### config.mk
export PLATFORM = sky130hd
export DESIGN_NAME = uart_rx_param
export DESIGN_NICKNAME = d
export VERILOG_FILES = /design/src/rtl/uart_pkg.sv /design/src/rtl/uart_rx_fifo.sv /design/src/rtl/uart_rx_param.sv
export SDC_FILE = /design/constraint.sdc
export NUM_CORES = 1
export LEC_CHECK = 0
export CORE_ASPECT_RATIO = 1.5
export CORE_MARGIN = 2
export CORE_UTILIZATION = 35
export DETAILED_ROUTE_END_ITERATION = 6
export DONT_BUFFER_PORTS = 1
export RECOVER_POWER = 50
export SETUP_SLACK_MARGIN = 0.15
export SLEW_MARGIN = 20
export SYNTH_ARGS = -nofsm -noshare
export SYNTH_HDL_FRONTEND = slang
export SYNTH_SLANG_ARGS = --single-unit
### constraint.sdc
create_clock -name rxclk -period 2.4 [get_ports rxclk]
set_clock_uncertainty 0.05 [all_clocks]
set_input_delay 0.24 -clock rxclk [delete_from_list [all_inputs] [get_ports rxclk]]
set_output_delay 0.24 -clock rxclk [all_outputs]
set_load 0.02 [all_outputs]
### src/rtl/uart_pkg.sv
// Shared types and helpers for the parametrised oversampling UART receiver.
package uart_pkg;

  typedef enum logic [2:0] {
    IDLE   = 3'd0,
    START  = 3'd1,
    DATA   = 3'd2,
    PARITY = 3'd3,
    STOP   = 3'd4,
    BREAK  = 3'd5
  } rx_state_t;

  localparam int MAX_WIDTH = 64;

  // Counter width able to hold values 0..n-1, never narrower than one bit.
  function automatic int cnt_w(input int n);
    return (n <= 2) ? 1 : $clog2(n);
  endfunction

  // Parity error term before folding in the received parity bit.
  function automatic logic calc_parity(input logic [MAX_WIDTH-1:0] data, input logic odd);
    return (^data) ^ odd;
  endfunction

endpackage

### src/rtl/uart_rx_fifo.sv
// First-word fall-through receive buffer; head word reads as zero while empty.
import uart_pkg::*;

module uart_rx_fifo #(
  parameter int DW    = 20,
  parameter int DEPTH = 4
) (
  input  logic                          clk,
  input  logic                          reset_n,
  input  logic                          wr_en,
  input  logic [DW-1:0]                 wr_data,
  input  logic                          rd_en,
  output logic [DW-1:0]                 rd_data,
  output logic                          full,
  output logic                          empty,
  output logic [cnt_w(DEPTH+1)-1:0]     count
);

  localparam int PW = cnt_w(DEPTH);
  localparam int CW = cnt_w(DEPTH + 1);

  logic [DW-1:0] mem_r [DEPTH];
  logic [PW-1:0] wr_ptr_r, rd_ptr_r;
  logic [CW-1:0] count_r, count_s;
  logic          empty_r, full_r;
  logic          do_push_s, do_pop_s;

  // A pop on an empty buffer is ignored; a push on a full one only lands alongside a pop.
  always_comb begin
    do_pop_s  = rd_en && !empty_r;
    do_push_s = wr_en && (!full_r || do_pop_s);
    count_s   = count_r;
    if (do_push_s && !do_pop_s) begin
      count_s = count_r + CW'(1);
    end else if (do_pop_s && !do_push_s) begin
      count_s = count_r - CW'(1);
    end else begin
      count_s = count_r;
    end
  end

  // Pointer, occupancy and status flag registers.
  always_ff @(posedge clk or negedge reset_n) begin
    if (!reset_n) begin
      wr_ptr_r <= {PW{1'b0}};
      rd_ptr_r <= {PW{1'b0}};
      count_r  <= {CW{1'b0}};
      empty_r  <= 1'b1;
      full_r   <= 1'b0;
    end else begin
      if (do_push_s) wr_ptr_r <= wr_ptr_r + PW'(1);
      if (do_pop_s)  rd_ptr_r <= rd_ptr_r + PW'(1);
      count_r <= count_s;
      empty_r <= (count_s == {CW{1'b0}});
      full_r  <= (count_s == CW'(DEPTH));
    end
  end

  // Storage array.
  always_ff @(posedge clk) begin
    if (do_push_s) mem_r[wr_ptr_r] <= wr_data;
  end

  assign rd_data = empty_r ? {DW{1'b0}} : mem_r[rd_ptr_r];
  assign full    = full_r;
  assign empty   = empty_r;
  assign count   = count_r;

endmodule

### src/rtl/uart_rx_param.sv
// Oversampling UART receiver: input synchroniser, framing FSM, shifter and receive FIFO.
import uart_pkg::*;

module uart_rx_param #(
  parameter int WIDTH      = 18,
  parameter int OVERSAMPLE = 16,
  parameter int PARITY_EN  = 0,
  parameter int PARITY_ODD = 0,
  parameter int FIFO_DEPTH = 4
) (
  input  logic             rxclk,
  input  logic             reset_n,
  input  logic             rx_in,
  input  logic             uld_rx_data,
  input  logic             clr_overrun,
  output logic [WIDTH-1:0] rx_data,
  output logic             rx_perr,
  output logic             rx_ferr,
  output logic             rx_empty,
  output logic             rx_full,
  output logic             overrun
);

  localparam int SW = cnt_w(OVERSAMPLE);
  localparam int BW = cnt_w(WIDTH + 1);
  localparam int CW = cnt_w(FIFO_DEPTH + 1);
  localparam logic [SW-1:0] MID_C  = SW'(OVERSAMPLE / 2 - 1);
  localparam logic [SW-1:0] CTR_C  = SW'(OVERSAMPLE - 1);
  localparam logic [BW-1:0] LAST_C = BW'(WIDTH - 1);
  localparam logic          ODD_C  = (PARITY_ODD != 0);

  logic             rx_d1, rx_d2;
  rx_state_t        state_r, state_s;
  logic [SW-1:0]    samp_cnt_r;
  logic [BW-1:0]    bit_cnt_r;
  logic [WIDTH-1:0] shift_r;
  logic             perr_r, overrun_r;
  logic             mid_s, centre_s, push_s, drop_s;
  logic [WIDTH+1:0] push_word_s, head_s;
  logic [CW-1:0]    fifo_count_s;

  assign mid_s    = (samp_cnt_r == MID_C);
  assign centre_s = (samp_cnt_r == CTR_C);

  // Two-flop synchroniser on the asynchronous serial line.
  always_ff @(posedge rxclk or negedge reset_n) begin
    if (!reset_n) begin
      rx_d1 <= 1'b1;
      rx_d2 <= 1'b1;
    end else begin
      rx_d1 <= rx_in;
      rx_d2 <= rx_d1;
    end
  end

  // FSM state register.
  always_ff @(posedge rxclk or negedge reset_n) begin
    if (!reset_n) state_r <= IDLE;
    else          state_r <= state_s;
  end

  // FSM next-state logic.
  always_comb begin
    state_s = state_r;
    case (state_r)
      IDLE:   if (!rx_d2) state_s = START; else state_s = IDLE;
      START:  if (mid_s) state_s = rx_d2 ? IDLE : DATA; else state_s = START;
      DATA: begin
        if (centre_s && bit_cnt_r == LAST_C) state_s = (PARITY_EN != 0) ? PARITY : STOP;
        else state_s = DATA;
      end
      PARITY: if (centre_s) state_s = STOP; else state_s = PARITY;
      // A low stop bit parks in BREAK so a held-low line yields one word only.
      STOP:   if (centre_s) state_s = rx_d2 ? IDLE : BREAK; else state_s = STOP;
      BREAK:  if (rx_d2) state_s = IDLE; else state_s = BREAK;
      default: state_s = IDLE;
    endcase
  end

  // FSM outputs: push the completed word at the stop-bit centre.
  always_comb begin
    push_s = 1'b0;
    if (state_r == STOP && centre_s) push_s = 1'b1;
    else                             push_s = 1'b0;
    push_word_s = {~rx_d2, perr_r, shift_r};
  end

  // Sample/bit counters, LSB-first shifter and parity check.
  always_ff @(posedge rxclk or negedge reset_n) begin
    if (!reset_n) begin
      samp_cnt_r <= {SW{1'b0}};
      bit_cnt_r  <= {BW{1'b0}};
      shift_r    <= {WIDTH{1'b0}};
      perr_r     <= 1'b0;
    end else begin
      case (state_r)
        IDLE: begin
          samp_cnt_r <= rx_d2 ? {SW{1'b0}} : SW'(1);
          bit_cnt_r  <= {BW{1'b0}};
        end
        START: begin
          if (mid_s) begin
            samp_cnt_r <= {SW{1'b0}};
            bit_cnt_r  <= {BW{1'b0}};
            perr_r     <= 1'b0;
          end else begin
            samp_cnt_r <= samp_cnt_r + SW'(1);
          end
        end
        DATA, PARITY, STOP: begin
          samp_cnt_r <= centre_s ? {SW{1'b0}} : samp_cnt_r + SW'(1);
          if (centre_s && state_r == DATA) begin
            shift_r   <= WIDTH'({rx_d2, shift_r} >> 1);
            bit_cnt_r <= bit_cnt_r + BW'(1);
          end
          if (centre_s && state_r == PARITY) begin
            perr_r <= calc_parity(MAX_WIDTH'(shift_r), ODD_C) ^ rx_d2;
          end
        end
        default: samp_cnt_r <= {SW{1'b0}};
      endcase
    end
  end

  // A push against a full buffer with no simultaneous pop is dropped.
  assign drop_s = push_s && (fifo_count_s == CW'(FIFO_DEPTH)) && !(uld_rx_data && !rx_empty);

  // Sticky overrun flag; a new drop beats a simultaneous clear.
  always_ff @(posedge rxclk or negedge reset_n) begin
    if (!reset_n)         overrun_r <= 1'b0;
    else if (drop_s)      overrun_r <= 1'b1;
    else if (clr_overrun) overrun_r <= 1'b0;
    else                  overrun_r <= overrun_r;
  end

  uart_rx_fifo #(
    .DW    (WIDTH + 2),
    .DEPTH (FIFO_DEPTH)
  ) u_fifo (
    .clk     (rxclk),
    .reset_n (reset_n),
    .wr_en   (push_s),
    .wr_data (push_word_s),
    .rd_en   (uld_rx_data),
    .rd_data (head_s),
    .full    (rx_full),
    .empty   (rx_empty),
    .count   (fifo_count_s)
  );

  assign rx_data = head_s[WIDTH-1:0];
  assign rx_perr = head_s[WIDTH];
  assign rx_ferr = head_s[WIDTH+1];
  assign overrun = overrun_r;

endmodule

==> run_results.csv <==
group,metric,value,unit
status,outcome,"finished clean",
clocking,cts_root_buffer,"clkbuf_16",
die,coreArea,15000,um2
logic_synthesis,ys_ff_latch,123,
clocking,clkTransAtPathRegs,0.06,ns
critical_path,endpoint,"rx_data[0]",
detailed_routing,wire_per_inst,17.0,um
logic_synthesis,synth.yosys.seq_area_share,65.4,%
critical_path,startpoint_type,"flip-flop",
timing,min_period,2.14,ns
logic_synthesis,synth_top_family_by_area,"multiplexers",
grt,grt_usage,12.9,%
grt,grt_max_degree,44,
cells_and_area,fin_area,6280,um2
clocking,clockBufferDepth,2,
timing,worst_slew_pin_slew,1.09,ns
timing,hold_viol_final,0,
critical_path,r2r_slack,0.45,ns
critical_path,timing.rr.end,"u_fifo.mem_r[0][13]",
timing,maxSlewHeadroom,27.0,%
logic_synthesis,synth.distinct_cells,43,
timing,fin_setup_tns,0,ns
logic_synthesis,ys_top_cells_by_area,"edfxtp_1 45%, dfrtp_1 19%, mux4_2 8.5%, mux2_4 3.9%, xnor2_1 3.3%",
critical_path,crit_path_end_kind,"output pin",
place,hpwl,6120,um
power,ir_drop,0.000490,V
timing,slew_viol_final,0,
grt,grt_pass1_wl,15800,um
clocking,h-tree-depth,4,
detailed_routing,drc,0,
logic_synthesis,synthSimpleGateAreaFrac,7.92,%
critical_path,required,2.11,ns
die,ios,28,
logic_synthesis,yosysMostFrequentCell,"edfxtp_1",
detailed_routing,drtIter0Drc,70,
place,globalplace.congestion,0.776,
logic_synthesis,synthMuxAreaShare,13.4,%
logic_synthesis,syn_avg_cell_area,16.3,um2
logic_synthesis,synthXorXnorAreaFrac,4.68,%
logic_synthesis,synth_edf_count,80,
logic_synthesis,synth_top_area_share,45.1,%
die,rows,55,
timing,setup_viol,0,
critical_path,cp-startpoint,"u_fifo.rd_ptr_r[0]",
cells_and_area,n_antenna_cell,0,
detailed_routing,num_vias,2727,
clocking,post-cts-setup-buffers,0,
critical_path,cp.arrival,1.85,ns
detailed_routing,ant_nets,0,
die,dieWidth,105,um
run,drv_cap,0,
logic_synthesis,synth-main-ff-cell,"edfxtp_1",
logic_synthesis,synthArstFlopShare,35.0,%
logic_synthesis,syn_nets,341,
clocking,cts_tree,"built",
logic_synthesis,syn-instance-count,326,
critical_path,critPathKind,"flip-flop to output pin",
cells_and_area,drive_gt1_share,25.1,%
logic_synthesis,synth-compound-area-share,4.04,%
clocking,numClockSinks,123,
hold_path,min_path_type,"input port to flip-flop",
logic_synthesis,yosysWarningCount,0,
detailed_routing,viasPerCell,4.85,
die,initial_core_util,35.5,%
cells_and_area,final_nets,365,
grt,antenna_found_initial,0,
die,die_area,16200,um2
detailed_routing,drt_wl_total,9550,um
logic_synthesis,yosysTopAreaCell,"edfxtp_1",
place,port-buffer-count,0,
timing,fmax,468,MHz
logic_synthesis,yosys-top-cells-count,"80 x edfxtp_1, 40 x dfrtp_1, 25 x nor2b_1",
critical_path,cp_max_fo,20,
logic_synthesis,netlist_area,5320,um2
detailed_routing,dr.pass1.iters,4,
cells_and_area,area_delta_synth_final,18.1,%
clocking,clkLatencyLatePin,0.41,ns
place,place_area,5650,um2
power,total_power,6.49,mW
power,p_leak,2.29,nW
clocking,cts_buffers,17,
grt,gr-total-overflow,0,
grt,grt_pass1_vias,2976,
die,fp.dieH,155,um
critical_path,reg2reg_from,"samp_cnt_r[0]",
power,power_density,1030,nW/um2
logic_synthesis,synthAdderAreaFrac,2.35,%
critical_path,reg2reg_depth,6,
timing,finalCritPeriodShare,89.1,%
timing,rsz0062_at_grt,"no",
[report_power, final]
part | total, mW | switching [mW] | leakage (nW) | internal, mW
sequential | 2.50 | 0.142 | 1.24 | 2.36
clock | 2.49 | 0.879 | 0.277 | 1.61
combinational | 1.51 | 0.866 | 0.768 | 0.640
total | 6.49 | 1.89 | 2.29 | 4.60
[what timing repair did]
item / in CTS / in global routing
endpoints found under the hold margin: 46 / 0
gates resized for setup: 0 / 1
hold buffers: 5 / 0
setup endpoints to repair: 0 / 79
[state kept, by name, summed over array words and instances (netlist names)]
signal,flops
state_r,3
perr_r,1
rx_d1,1
u_fifo.count,3
u_fifo.empty,1
rx_d2,1
u_fifo.full,1
u_fifo.rd_ptr_r,2
shift_r,18
bit_cnt_r,5
u_fifo.mem_r,80
u_fifo.wr_ptr_r,2
samp_cnt_r,4
overrun,1
[routing by layer]
metal	track usage, %	wire length, um
met1	14.0	3740
met2	23.4	5300
met3	3.69	353
met4	5.78	160
met5	0	0
[cell families (layout without fill, tap and decap cells)]
| family | count (synthesis) | in the layout |
|---|---|---|
| flops | 123 | 123 |
| simple gates | 72 | 72 |
| mux | 39 | 39 |
| compound gates | 35 | 35 |
| xor+xnor | 26 | 26 |
| buf+inv | 21 | 58 |
| fa+ha+maj | 10 | 10 |
[critical path, stage by stage, from the launching register on]
cell	delay, ns
dfrtp_1	0.42
buf_12	0.23
mux4_2	0.55
nor2b_1	0.23
[final cells by class]
| type | instances | area (um2) |
|---|---|---|
| Clock buffer | 17 | 425 |
| Clock inverter | 15 | 156 |
| Fill cell | 1397 | 8720 |
| Inverter | 8 | 30.0 |
| Multi-Input combinational cell | 182 | 1740 |
| Sequential cell | 123 | 3480 |
| Tap cell | 199 | 249 |
| Timing Repair Buffer | 18 | 205 |
[per-stage QoR]
stage          cells  worst slack, ns  hold WS [ns]  util (%)
2_1_floorplan    326            0.214        -0.106         -
3_3_place_gp     525            0.440        -0.103      37.7
3_5_place_dp     525            0.339        -0.103      37.7
4_1_cts          562            0.200         0.121      42.0
5_1_grt          562            0.164         0.141      41.9
6_report         562            0.263         0.139      41.9
[cell usage in the layout (no fill, tap or decap), types with 9 or more instances in the layout]
cell type  synthesis  layout
edfxtp_1          80      80
dfrtp_1           40      40
nor2b_1           25      25
mux4_2            20      20
xnor2_1           20      20
o21ai_0           18      18
clkbuf_16          0      17
mux2_4            14      14
nor2_1            12      12
ha_1              10      10
nand2_1            9       9
[worst min-delay path by stage]
stage / start / end / slack (ns) / cells after the start
finish: uld_rx_data / u_fifo.rd_ptr_r[1] / 0.14 / 3
global route: uld_rx_data / u_fifo.rd_ptr_r[1] / 0.14 / 3
CTS: uld_rx_data / u_fifo.rd_ptr_r[1] / 0.12 / 3
detailed placement: reset_n / u_fifo.count[0] / -0.10 / 0
global placement: reset_n / u_fifo.count[0] / -0.10 / 0
floorplan: reset_n / bit_cnt_r[0] / -0.11 / 0
Power figures use the tool's default switching activity.
